**src/rtl/gate_exer_pkg.sv**
```systemverilog
// gate_exer_pkg: shared FSM state type, vector count and common 2-input truth tables
package gate_exer_pkg;
    typedef enum logic [2:0] {S_IDLE, S_DRIVE, S_SETTLE, S_SAMPLE, S_DONE} gate_exer_state_t;
    localparam int NUM_VECTORS = 4;
    localparam logic [3:0] AND_TABLE  = 4'b1000;
    localparam logic [3:0] OR_TABLE   = 4'b1110;
    localparam logic [3:0] XOR_TABLE  = 4'b0110;
    localparam logic [3:0] NAND_TABLE = 4'b0111;
endpackage

```
**src/rtl/gate_exer_settle_timer.sv**
```systemverilog
// gate_exer_settle_timer: loadable down-counter with zero flag
//   clk, rst (async, active-high), load/value: preset the count, zero: count has reached 0.
//   Counts down by one each cycle when not loading and stops at 0.
module gate_exer_settle_timer #(
    parameter int W = 2
) (
    input  logic         clk,
    input  logic         rst,
    input  logic         load,
    input  logic [W-1:0] value,
    output logic         zero
);
    logic [W-1:0] count;
    always_ff @(posedge clk or posedge rst)
        if (rst) count <= '0;
        else if (load) count <= value;
        else if (count != '0) count <= count - W'(1);
    assign zero = count == '0;
endmodule

```
**src/rtl/gate_exerciser.sv**
```systemverilog
// gate_exerciser: self-test engine applying all four {a,b} vectors to a 2-input gate
//   clk, rst (async, active-high); start: run request sampled in IDLE; gate_y: gate output.
//   gate_a/gate_b: gate drive; busy: not IDLE; done: one-cycle end-of-run pulse;
//   pass: last run had no mismatch; err_count: saturating mismatch count;
//   fail_vec: bit i set if vector {a,b}=i mismatched.
//   Optional macro GATE_EXER_CONT_EN: start high at the last sample restarts the vector
//   sweep without passing DONE, accumulating errors across passes.
module gate_exerciser
    import gate_exer_pkg::*;
#(
    parameter int         SETTLE_CYCLES = 2,
    parameter logic [3:0] EXP_TABLE     = AND_TABLE,
    parameter int         CNT_W         = 4
) (
    input  logic             clk,
    input  logic             rst,
    input  logic             start,
    input  logic             gate_y,
    output logic             gate_a,
    output logic             gate_b,
    output logic             busy,
    output logic             done,
    output logic             pass,
    output logic [CNT_W-1:0] err_count,
    output logic [3:0]       fail_vec
);
    localparam int TW = SETTLE_CYCLES > 1 ? $clog2(SETTLE_CYCLES) : 1;
    // The timer is loaded in DRIVE and SETTLE exits on zero, so load N-1 for N settle cycles.
    localparam logic [TW-1:0] LOAD = TW'(SETTLE_CYCLES > 0 ? SETTLE_CYCLES - 1 : 0);
    localparam logic [CNT_W-1:0] CNT_MAX = '1;

    gate_exer_state_t state;
    logic [1:0] idx;
    logic t_zero, miss, wrap;

    gate_exer_settle_timer #(.W(TW)) u_timer (
        .clk  (clk),
        .rst  (rst),
        .load (state == S_DRIVE),
        .value(LOAD),
        .zero (t_zero)
    );

    assign miss = gate_y != EXP_TABLE[idx];
`ifdef GATE_EXER_CONT_EN
    assign wrap = start;
`else
    assign wrap = 1'b0;
`endif

    always_ff @(posedge clk or posedge rst)
        if (rst) begin
            state     <= S_IDLE;
            idx       <= '0;
            gate_a    <= 1'b0;
            gate_b    <= 1'b0;
            busy      <= 1'b0;
            done      <= 1'b0;
            pass      <= 1'b0;
            err_count <= '0;
            fail_vec  <= '0;
        end else begin
            done <= 1'b0;
            case (state)
                S_IDLE:
                    if (start) begin
                        state     <= S_DRIVE;
                        busy      <= 1'b1;
                        idx       <= '0;
                        pass      <= 1'b0;
                        err_count <= '0;
                        fail_vec  <= '0;
                    end
                S_DRIVE: begin
                    state  <= SETTLE_CYCLES == 0 ? S_SAMPLE : S_SETTLE;
                    gate_a <= idx[1];
                    gate_b <= idx[0];
                end
                S_SETTLE:
                    if (t_zero) state <= S_SAMPLE;
                S_SAMPLE: begin
                    if (miss) begin
                        fail_vec[idx] <= 1'b1;
                        if (err_count != CNT_MAX) err_count <= err_count + CNT_W'(1);
                    end
                    // idx is two bits wide, so the increment after vector 3 wraps to 0.
                    if (idx != 2'd3 || wrap) begin
                        idx   <= idx + 2'd1;
                        state <= S_DRIVE;
                    end else begin
                        state <= S_DONE;
                        done  <= 1'b1;
                    end
                end
                S_DONE: begin
                    state  <= S_IDLE;
                    busy   <= 1'b0;
                    pass   <= err_count == '0;
                    gate_a <= 1'b0;
                    gate_b <= 1'b0;
                end
                default: state <= S_IDLE;
            endcase
        end
endmodule
```
**config.mk**
```make
export PLATFORM = sky130hd
export DESIGN_NAME = gate_exerciser
export DESIGN_NICKNAME = d
export VERILOG_FILES = /design/src/rtl/gate_exer_pkg.sv /design/src/rtl/gate_exer_settle_timer.sv /design/src/rtl/gate_exerciser.sv
export SDC_FILE = /design/constraint.sdc
export NUM_CORES = 1
export LEC_CHECK = 0
export BUFFER_PORTS_ARGS = -buffer_cell sky130_fd_sc_hd__buf_4
export CAP_MARGIN = 20
export CORE_MARGIN = 2
export CORE_UTILIZATION = 40
export CTS_BUF_LIST = sky130_fd_sc_hd__clkbuf_8
export DETAILED_ROUTE_END_ITERATION = 10
export PLACE_DENSITY = 0.59
export SKIP_CTS_REPAIR_TIMING = 1
export SYNTH_ARGS = -nofsm -noshare
export SYNTH_HDL_FRONTEND = slang
export SYNTH_SLANG_ARGS = --single-unit
```
**constraint.sdc**
```tcl
create_clock -name clk -period 1.9 [get_ports clk]
set_clock_uncertainty 0.1 [all_clocks]
set_input_delay 0.38 -clock clk [delete_from_list [all_inputs] [get_ports clk]]
set_output_delay 0.38 -clock clk [all_outputs]
set_load 0.005 [all_outputs]
```
==> impl_metrics.tcl <==
set metrics [dict create \
    ir_worst_vdd_mv 0.652 \
    ff2ff_setup_slack_ns 0.23 \
    drcViolationCount 0 \
    fill_cells 215 \
    final_layout_size_suffix_gt1_share_pct 24.1 \
    r2r_end "idx[0]$_DFFE_PP0P_" \
    yosys_warnings 0 \
    synth_top_flop_cell "dfrtp_1" \
    p_int_mw 1.13 \
    p_comb_share_pct 46.4 \
    grt_antenna_before_repair 0 \
    tightest_slew_ns 0.402 \
    syn_to_final_growth_pct 22.2 \
    seq_area_frac_synth_pct 48.0 \
    io-pin-count 17 \
    async_flop_share_pct 100 \
    outcome "finished clean" \
    synth-seq-cells 19 \
    critPathLaunchType "flip-flop" \
    grt_usage_pct 15.6 \
    wl_per_cell_um 14.0 \
    hold_violations 0 \
    rr_startpoint "state[2]$_DFFE_PP0P_" \
    grt.overflow.total 0 \
    fin_area_sq_um 1210 \
    fin_nets 123 \
    synth-edff-count 0 \
    synth_cell_types 32 \
    cts_buffer_depth 2 \
    dr.first_iter.drc_count 16 \
    synthCells 92 \
    critPathMaxFanout 10 \
    num_vias 783 \
    initial_core_util_pct 41.1 \
    max_freq_mhz 597 \
    grt_first_pass_wirelength_mm 3.24 \
    pwr-share-clk_pct 15.4 \
    cts_tree "built" \
    leakagePower_nw 0.592 \
    clock_sinks 19 \
    synth_area_sq_um 991 \
    design.core.area_sq_um 2410 \
    synth_area_leaders "dfrtp_1 48%, a22o_1 8.0%, ha_1 7.6%" \
    grt_setup_unrepaired "no" \
    dp_hpwl_mm 1.42 \
    finalCritPeriodShare_pct 88.1 \
    p_per_area_nw_per_um2 1470 \
    required_ns 1.94 \
    hold-worst-slack_ns 0.0489 \
    num_rows 18 \
    slew_headroom_pct 72.8 \
    routed_wl_mm 1.99 \
    drv_cap 0 \
    die_w_um 53.8 \
    p_sw_uw 655 \
    routabilityCongestion 0.701 \
    ff2ff_path_depth 3 \
    fin_tns_setup_ns 0 \
    slew_viol_final 0 \
    first_global_vias 731 \
    routed_via_density 5.51 \
    end_kind "flip-flop" \
    dr.pass1.iters 4 \
    setup_viol 0 \
    final_util_pct 50.3 \
    h-tree-depth 1 \
    swShare_pct 36.7 \
    min_path_type "input port to asynchronous set/reset pin" \
    cts-buffers-inserted 3 \
    yosys.area.top_type_share_pct 48.0 \
    p_seq_share_pct 38.2 \
    fin_crit_ns 1.67 \
    synthesis.nets 102 \
    synth_top_area_cell "dfrtp_1" \
    clkTransAtPathRegs_ns 0.07 \
    cts_root_buf "clkbuf_8" \
    antennaDiodeCount 0 \
    place_area_sq_um 1170 \
    grt_max_degree 20 \
    synth.avg_cell_area_sq_um 10.8 \
    clk_latency_ns 0.25 \
    crit_arrival_ns 1.72 \
    die_area_sq_um 2890 \
    ant_nets 0 \
    die_y_um 53.8 \
    crit_type "flip-flop to flip-flop" \
    portBuffers 16 \
]
[cells by family after synthesis]
family                   after synthesis  synth area share [%]
AO/OA/AOI/OAI                         25                  19.1
XOR/XNOR                               3                  2.65
adder cells (fa/ha/maj)                6                  7.58
buffers and inverters                 10                  3.91
flip-flops                            19                  48.0
multiplexers                           1                  1.14
AND/OR/NAND/NOR                       28                  17.7
[worst max path at each step]
stage | startpoint | to | slack (ns) | depth (start not counted)
final | state[2]$_DFFE_PP0P_ | idx[0]$_DFFE_PP0P_ | 0.23 | 3
after global routing | idx[1]$_DFFE_PP0P_ | err_count[2]$_DFFE_PP0P_ | 0.07 | 4
after CTS | state[2]$_DFFE_PP0P_ | idx[0]$_DFFE_PP0P_ | 0.22 | 3
after detailed placement | state[2]$_DFFE_PP0P_ | idx[0]$_DFFE_PP0P_ | 0.25 | 3
after global placement | state[2]$_DFFE_PP0P_ | idx[0]$_DFFE_PP0P_ | 0.23 | 3
after floorplan | state[0]$_DFFE_PP0P_ | idx[0]$_DFFE_PP0P_ | 0.22 | 4
[layout make-up]
| cell class | instances | area, sq um | area share [%] |
|---|---|---|---|
| Sequential cell | 19 | 475 | 39.3 |
| Inverter | 5 | 18.8 | 1.55 |
| Multi-Input combinational cell | 63 | 477 | 39.4 |
| Timing Repair Buffer | 21 | 158 | 13.0 |
| Tap cell | 30 | 37.5 | 3.10 |
| Clock inverter | 1 | 3.75 | 0.310 |
| Clock buffer | 3 | 41.3 | 3.41 |
[per-stage QoR]
| step | std cells | setup slack (ns) | total power [mW] |
|---|---|---|---|
| 4_1_cts | 142 | 0.225 | 1.80 |
| 2_1_floorplan | 92 | 0.219 | 1.20 |
| 3_5_place_dp | 138 | 0.246 | 1.52 |
| 3_3_place_gp | 138 | 0.232 | 1.51 |
| 6_report | 142 | 0.226 | 1.78 |
| 5_1_grt | 142 | 0.0652 | 1.94 |
[cell usage after synthesis (2+ instances only)]
cell	instances
dfrtp_1	19
a22o_1	9
nor2_1	9
ha_1	6
inv_1	5
clkbuf_1	4
a211oi_1	3
a31oi_1	3
and2_1	3
and4b_1	3
a21oi_1	2
nand3b_1	2
nor4b_1	2
o211ai_1	2
o21ai_0	2
xnor2_1	2
[metal layers]
layer,track usage (%),up-vias,wire (um)
li1,-,379,-
met1,21.2,384,941
met2,24.8,18,955
met3,3.61,2,74
met4,4.27,0,17
met5,0,-,0
[registers in the layout, summed over array words and instances (netlist names)]
| name | flops |
|---|---|
| err_count | 4 |
| fail_vec | 4 |
| state | 3 |
| idx | 2 |
| busy | 1 |
| done | 1 |
| gate_a | 1 |
| gate_b | 1 |
| pass | 1 |
| u_timer.count | 1 |
[cell usage in the layout (no fill, tap or decap)]
| cell type | instances |
|---|---|
| nand3b_1 | 2 |
| a31oi_1 | 3 |
| and4b_1 | 3 |
| a22o_1 | 9 |
| dfrtp_1 | 19 |
| a21oi_1 | 2 |
| nand2_1 | 1 |
| nor4b_1 | 2 |
| xnor2_1 | 2 |
| or2_2 | 1 |
| mux2_2 | 1 |
| xor2_1 | 1 |
| nor2_1 | 9 |
| o21bai_1 | 1 |
| ha_1 | 6 |
| a21o_1 | 1 |
| nand3_1 | 1 |
| or4b_1 | 1 |
| and3_1 | 1 |
| or3b_2 | 1 |
| clkbuf_8 | 3 |
| buf_4 | 21 |
| nor3_1 | 1 |
| inv_1 | 6 |
| a211o_1 | 1 |
| and2_1 | 3 |
| nand4_1 | 1 |
| o211ai_1 | 2 |
| a211oi_1 | 3 |
| and3b_1 | 1 |
| a32o_1 | 1 |
| o21ai_0 | 2 |
[worst max-delay path: stages (launching register included)]
cell     delay (ns)
dfrtp_1        0.47
or4b_1         0.54
a21o_1         0.20
mux2_2         0.26
[power by group through the flow]
stage                     registers (mW)  logic [mW]  clock network, mW
after CTS                          0.683       0.839              0.283
after global routing               0.703       0.939              0.299
after global placement             0.682       0.824                  0
after detailed placement           0.690       0.829                  0
final                              0.682       0.826              0.275
after floorplan                    0.685       0.511                  0
Power figures use the tool's default switching activity.
